$ cat src/rtl/full_adder_if.sv
// Operand/result bundle for the registered add-with-carry block.
// Valid-only handshake: in_valid qualifies a/b/c_in at a rising edge, and out_valid marks a fresh result one cycle later; there is no ready and no backpressure.
interface full_adder_if #(
  parameter int WIDTH = 4
);
  logic [WIDTH-1:0] a;
  logic [WIDTH-1:0] b;
  logic             c_in;
  logic             in_valid;
  logic [WIDTH-1:0] sum;
  logic             c_out;
  logic             ovf;
  logic             zero;
  logic             out_valid;

  modport master (
    output a, b, c_in, in_valid,
    input  sum, c_out, ovf, zero, out_valid
  );

  modport slave (
    input  a, b, c_in, in_valid,
    output sum, c_out, ovf, zero, out_valid
  );
endinterface

$ cat src/rtl/full_adder.sv
// Registered WIDTH-bit adder with carry-in/carry-out, overflow and zero flags.
// Carries are formed by CLA_GROUP-bit lookahead blocks that ripple between each other.
module full_adder #(
  parameter int WIDTH     = 4,
  parameter int CLA_GROUP = 4
) (
  input logic        clk,
  input logic        rst,
  full_adder_if.slave bus
);

  localparam int NUM_GROUPS = WIDTH / CLA_GROUP;

  logic [WIDTH-1:0] gen;
  logic [WIDTH-1:0] prop;
  logic [WIDTH:0]   carry;
  logic [WIDTH-1:0] sum_next;
  logic             c_out_next;
  logic             ovf_next;
  logic             zero_next;

  assign gen  = bus.a & bus.b;
  assign prop = bus.a ^ bus.b;

  // Inside a group every carry is derived from the group carry-in through
  // running generate/propagate prefixes, so only group boundaries ripple.
  always_comb begin
    logic grp_g;
    logic grp_p;
    carry    = '0;
    grp_g    = 1'b0;
    grp_p    = 1'b1;
    carry[0] = bus.c_in;
    for (int gi = 0; gi < NUM_GROUPS; gi++) begin
      grp_g = 1'b0;
      grp_p = 1'b1;
      for (int j = 0; j < CLA_GROUP; j++) begin
        grp_g = gen[gi*CLA_GROUP + j] | (prop[gi*CLA_GROUP + j] & grp_g);
        grp_p = grp_p & prop[gi*CLA_GROUP + j];
        carry[gi*CLA_GROUP + j + 1] = grp_g | (grp_p & carry[gi*CLA_GROUP]);
      end
    end
  end

  assign sum_next   = prop ^ carry[WIDTH-1:0];
  assign c_out_next = carry[WIDTH];
  assign ovf_next   = carry[WIDTH] ^ carry[WIDTH-1];
  assign zero_next  = ~|sum_next;

  // Flags hold across idle cycles; only out_valid drops.
  always_ff @(posedge clk) begin
    if (rst) begin
      bus.sum       <= '0;
      bus.c_out     <= 1'b0;
      bus.ovf       <= 1'b0;
      bus.zero      <= 1'b0;
      bus.out_valid <= 1'b0;
    end else begin
      bus.out_valid <= bus.in_valid;
      if (bus.in_valid) begin
        bus.sum   <= sum_next;
        bus.c_out <= c_out_next;
        bus.ovf   <= ovf_next;
        bus.zero  <= zero_next;
      end
    end
  end

endmodule

$ cat src/flat_wrapper.sv
// flat-port wrapper written by rule: the top's interface ports become plain ports
module full_adder_flat 
#(
  parameter int WIDTH     = 4,
  parameter int CLA_GROUP = 4
)
  (clk, rst, bus_a, bus_b, bus_c_in, bus_in_valid, bus_sum, bus_c_out, bus_ovf, bus_zero, bus_out_valid);
  full_adder_if #(.WIDTH(WIDTH)) bus_i ();
  input logic clk;
  input logic rst;
  input wire logic [$bits(bus_i.a)-1:0] bus_a;
  input wire logic [$bits(bus_i.b)-1:0] bus_b;
  input wire logic [$bits(bus_i.c_in)-1:0] bus_c_in;
  input wire logic [$bits(bus_i.in_valid)-1:0] bus_in_valid;
  output wire logic [$bits(bus_i.sum)-1:0] bus_sum;
  output wire logic [$bits(bus_i.c_out)-1:0] bus_c_out;
  output wire logic [$bits(bus_i.ovf)-1:0] bus_ovf;
  output wire logic [$bits(bus_i.zero)-1:0] bus_zero;
  output wire logic [$bits(bus_i.out_valid)-1:0] bus_out_valid;
  assign bus_i.a = bus_a;
  assign bus_i.b = bus_b;
  assign bus_i.c_in = bus_c_in;
  assign bus_i.in_valid = bus_in_valid;
  assign bus_sum = bus_i.sum;
  assign bus_c_out = bus_i.c_out;
  assign bus_ovf = bus_i.ovf;
  assign bus_zero = bus_i.zero;
  assign bus_out_valid = bus_i.out_valid;
  full_adder #(.WIDTH(WIDTH), .CLA_GROUP(CLA_GROUP)) u_core (.clk(clk), .rst(rst), .bus(bus_i));
endmodule
$ cat config.mk
export PLATFORM = sky130hd
export DESIGN_NAME = full_adder_flat
export DESIGN_NICKNAME = d
export VERILOG_FILES = /design/src/rtl/full_adder_if.sv /design/src/rtl/full_adder.sv /design/src/flat_wrapper.sv
export SDC_FILE = /design/constraint.sdc
export NUM_CORES = 1
export LEC_CHECK = 0
export BUFFER_PORTS_ARGS = -buffer_cell sky130_fd_sc_hd__buf_2
export CORE_AREA = 8 8 45 47
export CTS_BUF_LIST = sky130_fd_sc_hd__clkbuf_16
export DETAILED_ROUTE_END_ITERATION = 6
export DIE_AREA = 0 0 53 55
export PLACE_DENSITY = 0.73
export RECOVER_POWER = 50
export SYNTH_ARGS = -nofsm -noshare
export SYNTH_HDL_FRONTEND = slang
export SYNTH_SLANG_ARGS = --single-unit
export TNS_END_PERCENT = 5
$ cat constraint.sdc
create_clock -name clk -period 2 [get_ports clk]
set_input_delay 0.4 -clock clk [delete_from_list [all_inputs] [get_ports clk]]
set_output_delay 0.4 -clock clk [all_outputs]
set_load 0.005 [all_outputs]
==> flow_summary.json, run 1 <==
{
  "synth_top_area_share_pct": 31.4,
  "ys_seq_elements": 8,
  "syn_avg_cell_area_sq_um": 9.09,
  "grt_usage_pct": 10.4,
  "nets": 95,
  "status": "complete, no violations",
  "via_count": 507,
  "cts_tree": "yes",
  "clkTransAtPathRegs_ps": 40,
  "rows": 14,
  "vdd_ir_drop_max_uv": 627,
  "dp_hpwl_mm": 1.00,
  "antenna_cells": 0,
  "drcViolationCount": 0,
  "syn_inst": 56,
  "grt_pass1_vias": 534,
  "ctsResizeCount": 0,
  "min_period_ps": 1500,
  "synthArstFlopShare_pct": 0,
  "maxSlewHeadroom_pct": 66.6,
  "fin_ws_ps": 496,
  "slew_violations": 0,
  "antenna_left": 0,
  "hold_buffers": 0,
  "clock.fmax_ghz": 0.665,
  "area_growth_pct": 33.9,
  "cts_buffers": 3,
  "startpoint_type": "input port",
  "fin_hold_ws_ps": 491,
  "skew_ps": 0,
  "max_cap_viol_count": 0,
  "path_class": "input port to flip-flop",
  "gp_congestion": 0.762,
  "cts_sinks": 8,
  "yosysMostFrequentCell": "dfxtp_1",
  "arrival_ps": 1620,
  "synthDistinctLibCells": 25,
  "viasPerCell": 5.51,
  "finalNonFillerCells": 92,
  "syn_area_sq_um": 509,
  "grt_setup_unrepaired": "false",
  "netlist_top_cells_area": "dfxtp_1, ha_1, nand2b_1",
  "synth_commonest_cells": "dfxtp_1, inv_1, nor2_1",
  "grt_start_max_net_pins": 12,
  "p_leak_nw": 0.318,
  "synth_enable_flop_cells": 0,
  "hold_viol_final": 0,
  "crit_path_max_fanout": 3,
  "worstMarginPinSlew_ps": 501,
  "drtIter0Drc": 9,
  "clockBufferDepth": 2,
  "io-pin-count": 20,
  "start_util_pct": 36.8,
  "die_h_um": 55,
  "holdCritPathClass": "flip-flop to flip-flop",
  "design.core.area_sq_mm": 0.00138,
  "antenna_found_initial": 0,
  "fp.dieW_um": 53,
  "design_power_total_uw": 626,
  "placedCellCount": 89,
  "power_density_mw_per_mm2": 918,
  "wl_per_cell_um": 13.8,
  "endpoint_kind": "flip-flop",
  "grt_remaining_overflow": 0,
  "root_buffer": "clkbuf_16",
  "synth_nets": 73,
  "clk_latency_ps": 230,
  "numPortBuffers": 19,
  "ys.flop_type": "dfxtp_1",
  "required_ps": 2110,
  "drive_gt1_share_pct": 28.9,
  "die-area_sq_mm": 0.00292,
  "ys_warn_count": 0,
  "seq_area_frac_synth_pct": 31.4,
  "grt_pass1_wl_mm": 2.24,
  "min_period_over_period_pct": 75.2,
  "htreeDepth": 1,
  "place_ws_ps": 276,
  "setup_viol": 0,
  "first_pass_iters": 4,
  "synth_top_area_cell": "dfxtp_1",
  "post_cts_buffers": 0,
  "wl_mm": 1.27,
  "tns_ps": 0
}
==> metal layers <==
metal | track usage [%] | share of wire (%) | up-vias
li1 | - | - | 241
met1 | 9.80 | 40 | 250
met2 | 18.0 | 51 | 12
met3 | 5.35 | 6.8 | 4
met4 | 5.60 | 2.2 | 0
met5 | 0 | 0 | -
==> sequential cells by signal, indices dropped and copies added, names as in the netlist <==
| name | count |
|---|---|
| u_core.bus.sum | 4 |
| u_core.bus.ovf | 1 |
| u_core.bus.out_valid | 1 |
| u_core.bus.c_out | 1 |
| u_core.bus.zero | 1 |
==> area by class of cell <==
cell class	instances	area, sq um
Clock buffer	3	75.1
Fill cell	140	702
Inverter	6	22.5
Multi-Input combinational cell	40	317
Sequential cell	8	160
Tap cell	16	20.0
Timing Repair Buffer	19	87.6
==> worst max-delay path, stage by stage <==
cell and delay, ps:
buf_2 90, inv_1 50, fa_1 430, xnor2_1 240, nor3_2 100, a32oi_1 220, nand3_1 90
==> cell usage in the layout, fill, tap and decap left out, drive strengths merged <==
| cell type | n |
|---|---|
| a21o | 1 |
| nand4 | 2 |
| mux2i | 2 |
| a311oi | 1 |
| nand2b | 4 |
| clkbuf | 9 |
| dfxtp | 8 |
| inv | 6 |
| buf | 13 |
| ha | 4 |
| nand3 | 2 |
| o32a | 1 |
| nor3 | 4 |
| fa | 1 |
| o32ai | 1 |
| nor2 | 6 |
| and3 | 1 |
| a22oi | 1 |
| o311ai | 1 |
| o21a | 1 |
| o21ai | 3 |
| nand2 | 2 |
| a32oi | 1 |
| xnor2 | 1 |
==> power breakdown <==
group | switching [mW] | leakage, nW | internal [mW]
logic | 0.0601 | 0.215 | 0.0497
registers | 0.00589 | 0.0660 | 0.174
clock network | 0.0786 | 0.0370 | 0.258
total | 0.144 | 0.318 | 0.481
==> stage by stage <==
step / util [%] / area, sq um
2_1_floorplan: - / 509
3_3_place_gp: 44.4 / 614
3_5_place_dp: 44.4 / 614
4_1_cts: 49.8 / 689
5_1_grt: 49.3 / 682
6_report: 49.3 / 682
==> kinds of logic (layout without fill, tap and decap cells) <==
group           after synthesis  in the layout  share of synthesized area (%)
simple gates                 21             21                           22.4
compound gates               11             11                           20.4
fa+ha+maj                     5              5                           13.8
buf+inv                       8             28                           6.39
flops                         8              8                           31.4
xor+xnor                      1              1                           1.72
mux                           2              2                           3.93
==> path summary, 6_finish.rpt <==
check | from | cells after the start | endpoint | slack [ps]
max | bus_c_in | 7 | u_core.bus.zero$_SDFFE_PP0P_ | 500
min | u_core.bus.sum[2]$_SDFFE_PP0P_ | 2 | u_core.bus.sum[2]$_SDFFE_PP0P_ | 490
max reg2reg | u_core.bus.sum[3]$_SDFFE_PP0P_ | 3 | u_core.bus.sum[3]$_SDFFE_PP0P_ | 1140
min reg2reg | u_core.bus.sum[2]$_SDFFE_PP0P_ | 2 | u_core.bus.sum[2]$_SDFFE_PP0P_ | 490
Note: power is estimated with default switching activity, not from simulation.
==> run 2: changes to the inputs <==
clock period = 1.4 ns   (was 2 ns; I/O delays follow)
==> flow_summary.json, run 2 (synthesis results as in run 1) <==
{
  "grt_setup_unrepaired": "false",
  "drcViolationCount": 0,
  "cts_sinks": 8,
  "cts_buffers": 3,
  "multi_input_area_sq_um": 324,
  "power_density_mw_per_mm2": 1270,
  "startpoint_type": "input port",
  "clockBufferDepth": 2,
  "nets": 99,
  "crit_path_max_fanout": 3,
  "via_count": 494,
  "fin_ws_ps": 93.2,
  "endpoint_kind": "flip-flop",
  "drtIter0Drc": 11,
  "ctsResizeCount": 0,
  "hold_viol_final": 0,
  "fp.dieW_um": 53,
  "area_growth_pct": 41.8,
  "drive_gt1_share_pct": 36.3,
  "largest_register_ffs": 4,
  "design_area_sq_um": 722,
  "top_register": "u_core.bus.sum",
  "grt_pass1_vias": 494,
  "regArea_sq_um": 160,
  "setup_viol": 0,
  "fin_hold_ws_ps": 362,
  "skew_ps": 0,
  "die_h_um": 55,
  "grt_usage_pct": 10.1,
  "antenna_cells": 0,
  "design_power_total_uw": 918,
  "required_ps": 1570,
  "clkTransAtPathRegs_ps": 40,
  "htreeDepth": 1,
  "die-area_sq_mm": 0.00292,
  "first_pass_iters": 4,
  "min_period_ps": 1310,
  "min_period_over_period_pct": 93.3,
  "design.core.area_sq_mm": 0.00138,
  "max_cap_viol_count": 0,
  "p_seq_share_pct": 28.0,
  "start_util_pct": 36.8,
  "hold_buffers": 0,
  "maxSlewHeadroom_pct": 81.6,
  "clk_latency_ps": 230,
  "grtUsageMet3_pct": 4.28,
  "clockPowerShare_pct": 52.6,
  "p_sw_uw": 212,
  "use_met2_pct": 15.0,
  "arrival_ps": 1480,
  "final_common_cell": "buf_2",
  "wl_per_cell_um": 13.1,
  "top_usage_layer": "met2",
  "grt_start_max_net_pins": 12,
  "holdCritPathClass": "input port to flip-flop",
  "switching_share_pct": 23.1,
  "layout_common_cells": "buf_2, dfxtp_1, inv_1, nor2_1",
  "vdd_ir_drop_max_uv": 629,
  "wl_mm": 1.26,
  "gp_congestion": 0.835,
  "path_class": "input port to flip-flop",
  "rows": 14,
  "post_cts_buffers": 0,
  "p_leak_nw": 0.349,
  "root_buffer": "clkbuf_16",
  "io-pin-count": 20,
  "worstMarginPinSlew_ps": 276,
  "viasPerCell": 5.15,
  "cts_tree": "yes",
  "status": "complete, no violations",
  "grt_remaining_overflow": 0,
  "fill_cells": 137,
  "combPwrFrac_pct": 19.4,
  "antenna_left": 0,
  "numPortBuffers": 19,
  "slew_violations": 0,
  "intPower_uw": 706,
  "clock.fmax_ghz": 0.765,
  "placed_cell_area_sq_um": 652,
  "grt_pass1_wl_mm": 2.10,
  "antenna_found_initial": 0,
  "place_ws_ps": -149,
  "grt.met1_usage_pct": 10.4,
  "dp_hpwl_um": 935
}
## run 2: cell types whose count changed in the layout (fill, tap and decap cells not counted), sizes merged
cell    previous run  this run
buf               13        19
clkbuf             9         7
## run 2: cell type report
type,count,area share (%)
sequential,8,22.2
inverter,6,3.12
tap,16,2.77
clock buffer,3,10.4
multi-input combinational,40,44.9
timing repair buffer,23,16.6
## run 2: power groups by stage
stage / clock network (mW) / registers [mW] / logic [mW]
after global routing: 0.508 / 0.258 / 0.200
final: 0.483 / 0.257 / 0.178
after global placement: 0 / 0.259 / 0.176
after CTS: 0.493 / 0.256 / 0.182
after floorplan: 0 / 0.262 / 0.109
after detailed placement: 0 / 0.259 / 0.180
## run 2: worst max-delay path, cell delays in order
cell and delay [ps]:
buf_2 90, inv_1 50, fa_1 450, xnor2_2 160, nor3_2 220, a32oi_1 130
nand3_1 100
## run 2: through the flow
step | instances | TNS (ps) | util (%)
after global placement | 93 | -390 | 47.1
after detailed placement | 93 | -520 | 47.1
final | 96 | 0 | 52.2
after global routing | 96 | 0 | 52.2
after CTS | 96 | 0 | 52.5
after floorplan | 56 | 0 | -
## run 2: per-layer routing
layer	up-vias	share of wire, %
met5	-	0
met4	0	4.0
met3	7	9.3
met2	21	44
met1	216	42
li1	250	-
## run 2: final timing paths
check	depth (start not counted)	start	slack, ps	to
worst min register to register	2	u_core.bus.zero$_SDFFE_PP0P_	490	u_core.bus.zero$_SDFFE_PP0P_
worst min-delay path	2	rst	360	u_core.bus.c_out$_SDFFE_PP0P_
worst max-delay path	7	bus_c_in	90	u_core.bus.zero$_SDFFE_PP0P_
worst max register to register	3	u_core.bus.sum[3]$_SDFFE_PP0P_	550	u_core.bus.sum[3]$_SDFFE_PP0P_
